### config.mk
export PLATFORM = sky130hd
export DESIGN_NAME = dq_flush_ctrl
export DESIGN_NICKNAME = d
export VERILOG_FILES = /design/src/rtl/dq_flush_ctrl.sv
export SDC_FILE = /design/constraint.sdc
export NUM_CORES = 1
export LEC_CHECK = 0
export ABC_AREA = 1
export BUFFER_PORTS_ARGS = -buffer_cell sky130_fd_sc_hd__buf_4
export CAP_MARGIN = 0
export CORE_ASPECT_RATIO = 0.7
export CORE_UTILIZATION = 52
export CTS_BUF_LIST = sky130_fd_sc_hd__clkbuf_4 sky130_fd_sc_hd__clkbuf_8
export CTS_CLUSTER_SIZE = 8
export DETAILED_ROUTE_END_ITERATION = 16
export HOLD_SLACK_MARGIN = 0.05
export PLACE_DENSITY = 0.85
export SLEW_MARGIN = 40
export SYNTH_ARGS = -nofsm -noshare
export SYNTH_HDL_FRONTEND = slang
export SYNTH_SLANG_ARGS = --single-unit
### constraint.sdc
create_clock -name CLK -period 2 [get_ports CLK]
set_input_delay 0.4 -clock CLK [delete_from_list [all_inputs] [get_ports CLK]]
set_output_delay 0.4 -clock CLK [all_outputs]
set_load 0.03 [all_outputs]
### src/rtl/dq_flush_ctrl.sv
`default_nettype none
// ============================================================================
// Module   : dq_flush_ctrl
// Purpose  : Front-end flush/redirect sequencer. Turns syscall and branch
//            mispredict events from ID into an ordered flush of the decode
//            queue, an IF/ID stall while the pipe drains, and a held redirect
//            PC handed to IF's PC-select logic.
// Revision : 1.0 - initial release
// ============================================================================
module dq_flush_ctrl #(
  parameter int          DRAIN_CYCLES   = 2,            // legal range 1..15
  parameter logic [31:0] SYSCALL_VECTOR = 32'h8000_0180
) (
  input  logic        CLK,
  input  logic        RESET_N,
  input  logic        SYS_REQ,
  input  logic        MISPRED_REQ,
  input  logic [31:0] MISPRED_PC,
  input  logic        IF_READY,
  output logic        DQ_FLUSH,
  output logic        STALL_IF,
  output logic        STALL_ID,
  output logic        REDIRECT_VALID,
  output logic [31:0] REDIRECT_PC,
  output logic        CAUSE_SYS,
  output logic [15:0] FLUSH_COUNT
);

  typedef enum logic [1:0] {
    ST_IDLE     = 2'd0,
    ST_FLUSH    = 2'd1,
    ST_DRAIN    = 2'd2,
    ST_REDIRECT = 2'd3
  } state_t;

  // Counter reload: DRAIN is left when the counter has reached zero, so
  // loading DRAIN_CYCLES-1 gives exactly DRAIN_CYCLES cycles in DRAIN.
  localparam logic [3:0]  c_DRAIN_LOAD = 4'(DRAIN_CYCLES - 1);
  localparam logic [15:0] c_COUNT_MAX  = 16'hFFFF;

  state_t      r_state;
  logic [31:0] r_target;
  logic        r_cause_sys;
  logic [3:0]  r_cnt;
  logic [15:0] r_flush_count;

  state_t      w_state_nxt;
  logic [31:0] w_target_nxt;
  logic        w_cause_nxt;
  logic [3:0]  w_cnt_nxt;
  logic [15:0] w_count_nxt;
  logic        w_start;

  // Next-state, target latch, drain counter and flush counter update.
  always_comb begin
    w_state_nxt  = r_state;
    w_target_nxt = r_target;
    w_cause_nxt  = r_cause_sys;
    w_cnt_nxt    = r_cnt;
    w_count_nxt  = r_flush_count;
    w_start      = 1'b0;

    case (r_state)
      ST_IDLE: begin
        // Syscall has priority; a simultaneous mispredict is dropped.
        if (SYS_REQ) begin
          w_target_nxt = SYSCALL_VECTOR;
          w_cause_nxt  = 1'b1;
          w_state_nxt  = ST_FLUSH;
          w_start      = 1'b1;
        end else if (MISPRED_REQ) begin
          w_target_nxt = MISPRED_PC;
          w_cause_nxt  = 1'b0;
          w_state_nxt  = ST_FLUSH;
          w_start      = 1'b1;
        end
      end
      ST_FLUSH: begin
        w_cnt_nxt   = c_DRAIN_LOAD;
        w_state_nxt = ST_DRAIN;
      end
      ST_DRAIN: begin
        if (r_cnt == 4'd0) begin
          w_state_nxt = ST_REDIRECT;
        end else begin
          w_cnt_nxt = r_cnt - 4'd1;
        end
      end
      ST_REDIRECT: begin
        if (IF_READY) begin
          w_state_nxt = ST_IDLE;
        end
      end
      default: begin
        w_state_nxt = ST_IDLE;
      end
    endcase

    // A syscall arriving during a mispredict sequence restarts the whole
    // sequence toward the syscall vector; anything else mid-sequence is lost.
    if ((r_state != ST_IDLE) && SYS_REQ && !r_cause_sys) begin
      w_target_nxt = SYSCALL_VECTOR;
      w_cause_nxt  = 1'b1;
      w_state_nxt  = ST_FLUSH;
      w_start      = 1'b1;
    end

    if (w_start && (r_flush_count != c_COUNT_MAX)) begin
      w_count_nxt = r_flush_count + 16'd1;
    end
  end

  // State and datapath registers; reset takes effect without a clock edge.
  always_ff @(posedge CLK or negedge RESET_N) begin
    if (!RESET_N) begin
      r_state       <= ST_IDLE;
      r_target      <= 32'h0;
      r_cause_sys   <= 1'b0;
      r_cnt         <= 4'd0;
      r_flush_count <= 16'h0;
    end else begin
      r_state       <= w_state_nxt;
      r_target      <= w_target_nxt;
      r_cause_sys   <= w_cause_nxt;
      r_cnt         <= w_cnt_nxt;
      r_flush_count <= w_count_nxt;
    end
  end

  // Outputs decode purely from registered state, never from inputs.
  always_comb begin
    DQ_FLUSH       = (r_state == ST_FLUSH);
    STALL_IF       = (r_state != ST_IDLE);
    STALL_ID       = (r_state != ST_IDLE);
    REDIRECT_VALID = (r_state == ST_REDIRECT);
    REDIRECT_PC    = r_target;
    CAUSE_SYS      = r_cause_sys;
    FLUSH_COUNT    = r_flush_count;
  end

endmodule
`default_nettype wire

==> implementation parameters <==
Parameter                              Value

Worst setup path
  Startpoint of the lowest-slack register-to-register path ... r_state[0]
  Largest stage delay, worst path ... 0.43 ns
  Slowest cell on the critical path ... sky130_fd_sc_hd__dfrtp_1
  Top delay family on crit path ... flip-flops
  Critical path startpoint ... r_state[0]
  Critical path fanouts, max ... 4
  Worst Path Buf+Inv ... 3
  Most used cell along the critical path ... sky130_fd_sc_hd__inv_1
  Category of the worst setup path capture point ... output pin
  CP Launch Type ... flop
  Startpoint-to-endpoint class of the critical path ... flop to output pin
  Crit path arrival time ... 1.37 ns
  Data required time of the worst path ... 1.60 ns
  Cells traversed along the worst timing path ... inv_1 > ha_1 > inv_1 > buf_4

Timing
  Crit path time final ... 1.77 ns
  Pin slew with the least headroom to its limit ... 0.693 ns
  Setup repair after global routing missed its margin ... false
  Hold Worst Slack ... 0.129 ns
  Max-slew headroom at the worst pin ... 53.8%
  Final-report max-slew violation count ... 0
  Fmax ... 0.564 GHz
  Count of final setup violators ... 0
  Setup clock skew after layout ... 0.0131 ns
  Share of the clock period used by the worst path ... 88.6%
  Hold Vio Cnt, Final ... 0
  Worst path setup slack after routing ... 0.228 ns
  Total negative setup slack ... 0 ns

Placement
  Setup slack after placement ... 0.159 ns
  Placed Instances ... 418
  Port bufs ... 89
  Final HPWL DP ... 4250 um
  Post-placement cell area ... 3310 um2
  Routability congestion estimate ... 0.839

CTS
  CTS root buf ... sky130_fd_sc_hd__clkbuf_8
  TritonCTS clock tree ... done
  Max Buffers Root-to-Sink ... 2
  Clock sink total ... 55
  Clock slew at reported path FFs ... 0.10 ns
  Clock buffer count from CTS ... 5
  Latest clock arrival within the worst-skew pair ... 0.31 ns
  H-tree level count ... 2
  Post-CTS Setup Bufs ... 0

Floorplanning
  Initial core utilization ... 54.3%
  Core box area ... 4810 um2
  DIE HEIGHT ... 61.3 um
  Standard-cell rows ... 21
  Horizontal die dimension ... 86.7 um
  Number of ports placed on the die boundary ... 90
  DIE AREA ... 5310 um2

Synth
  Largest area contributor in the synthesized netlist ... sky130_fd_sc_hd__dfrtp_1
  Main area contributors after synthesis ... sky130_fd_sc_hd__dfrtp_1, sky130_fd_sc_hd__nand2_1, sky130_fd_sc_hd__a22o_1
  Area fraction of the dominant cell type after synthesis ... 52.7%
  Part of the Yosys area used for sequential elements ... 52.7%
  Syn nets ... 311
  Most common cell in the netlist ... sky130_fd_sc_hd__nand2_1
  Number of standard cells after synthesis ... 267
  Cell area after synthesis ... 2610 um2
  Async set-reset flop share out of synthesis ... 100%
  Seq cells post-synth ... 55
  Primary flip-flop cell chosen by synthesis mapping ... sky130_fd_sc_hd__dfrtp_1
  Commonest cells post-synth ... sky130_fd_sc_hd__nand2_1, sky130_fd_sc_hd__dfrtp_1, sky130_fd_sc_hd__a22o_1
  Post-Syn Area per Cell ... 9.78 um2
  Synthesis warning total ... 0
  Count of cell types in the netlist ... 27
  Number of flops mapped to enable cells by yosys ... 0

Layout
  Nets ... 400
  Number of filler cells placed in the layout ... 366
  Post-route design area ... 3410 um2
  ANT cells ... 0
  Final std cells w/o fill ... 426
  Fraction of final layout cells sized beyond drive strength 1 ... 33.9%
  Syn-to-layout area delta ... 30.8%

Drt
  Max Used Layer ... met4
  Number of violations reported at the end of detailed-routing iteration 0 ... 87
  Number of remaining DRC errors ... 0
  Post-Route M1 WL ... 2840 um
  Met2 Wirelength ... 2540 um
  Post-route antenna net violation count ... 0
  Pre-antenna DRT Iters ... 5
  Via-per-instance ratio ... 5.07
  Met3 routed wirelength ... 292 um
  Total Wirelength ... 5720 um
  Routed length per placed instance ... 13.4 um
  Detailed-route via count ... 2161

Global routing
  Wire length of the first global-routing pass ... 9090 um
  Overall overflow remaining after global route ... 0
  Number of antenna violations at the first check in global routing ... 0
  Number of global-route vias before repair ... 1981
  All-layer global routing usage ... 22.0%
  Maximum number of pins on one net before global-route repair ... 56

Pwr
  Power density cells ... 1440 nW/um2
  Peak supply drop ... 0.793 mV
  Static leakage power ... 1.73 nW

Run
  Max-capacitance violation count ... 0

Run status
  Result of the run ... completed

Min path
  Type of the worst min-delay path ... input port to async pin
## layout make-up
class	count	area, um2	share of cell area (%)
Sequential cell	55	1380	40.3
Multi-Input combinational cell	179	1080	31.7
Timing Repair Buffer	91	683	20.0
Inverter	24	90.1	2.64
Tap cell	69	86.3	2.53
Clock buffer	5	68.8	2.02
Clock inverter	3	27.5	0.806
## layout by cell type (no fill, tap or decap), types with 3 or more instances in the layout
cell                       instances
sky130_fd_sc_hd__ha_1              7
sky130_fd_sc_hd__nand3b_1          4
sky130_fd_sc_hd__a22o_1           29
sky130_fd_sc_hd__clkbuf_8          5
sky130_fd_sc_hd__inv_2             4
sky130_fd_sc_hd__xnor2_1           6
sky130_fd_sc_hd__nor2_2            4
sky130_fd_sc_hd__o22a_1            3
sky130_fd_sc_hd__inv_1            20
sky130_fd_sc_hd__nand2_2           4
sky130_fd_sc_hd__buf_4            91
sky130_fd_sc_hd__nand3_1          10
sky130_fd_sc_hd__o21ai_0           9
sky130_fd_sc_hd__nor2_4            3
sky130_fd_sc_hd__o22ai_1           3
sky130_fd_sc_hd__dfrtp_1          55
sky130_fd_sc_hd__nor2_1           15
sky130_fd_sc_hd__nand2_1          71
## power breakdown
group	internal [W]	switching [W]
clock	0.000258	0.000376
combinational	0.000960	0.00155
sequential	0.00149	0.000270
## metal layers
layer  vias to the layer above  track usage (%)
li1                       1065                -
met1                      1030             31.6
met2                        62             36.1
met3                         4             4.16
met4                         0             3.57
met5                         -                0
## path summary, 6_finish.rpt
path | endpoint | slack (ns) | cells after the start
max in group asynchronous | REDIRECT_PC[11] | 1.41 | 1
worst min-delay path | r_cnt[3] | 0.13 | 1
worst max register to register | REDIRECT_PC[10] | 0.32 | 7
worst min register to register | r_cnt[0] | 0.50 | 2
min in group CLK | REDIRECT_PC[23] | 0.30 | 2
worst max-delay path | STALL_ID | 0.23 | 4
## metrics by stage
step,utilization (%),power (W)
2_1_floorplan,-,0.00346
3_3_place_gp,68.9,0.00421
3_5_place_dp,68.9,0.00428
4_1_cts,70.9,0.00492
5_1_grt,71.0,0.00521
6_report,71.0,0.00490
## flip-flops by register name, indices dropped and copies added, names as in the netlist
signal       count
r_state          2
FLUSH_COUNT     16
REDIRECT_PC     32
r_cnt            4
CAUSE_SYS        1
## repair_timing
item / in CTS / in global routing
gates resized for setup: 0 / 1
setup endpoints to repair: 0 / 6
hold buffers: 0 / 0
## logic make-up after synthesis
kind of cell    Yosys count  share of synthesized area (%)
compound gates           47                           14.0
xor+xnor                  8                           2.68
fa+ha+maj                 7                           3.36
buf+inv                  33                           6.04
flops                    55                           52.7
simple gates            117                           21.1
Note: power is estimated with default switching activity, not from simulation.
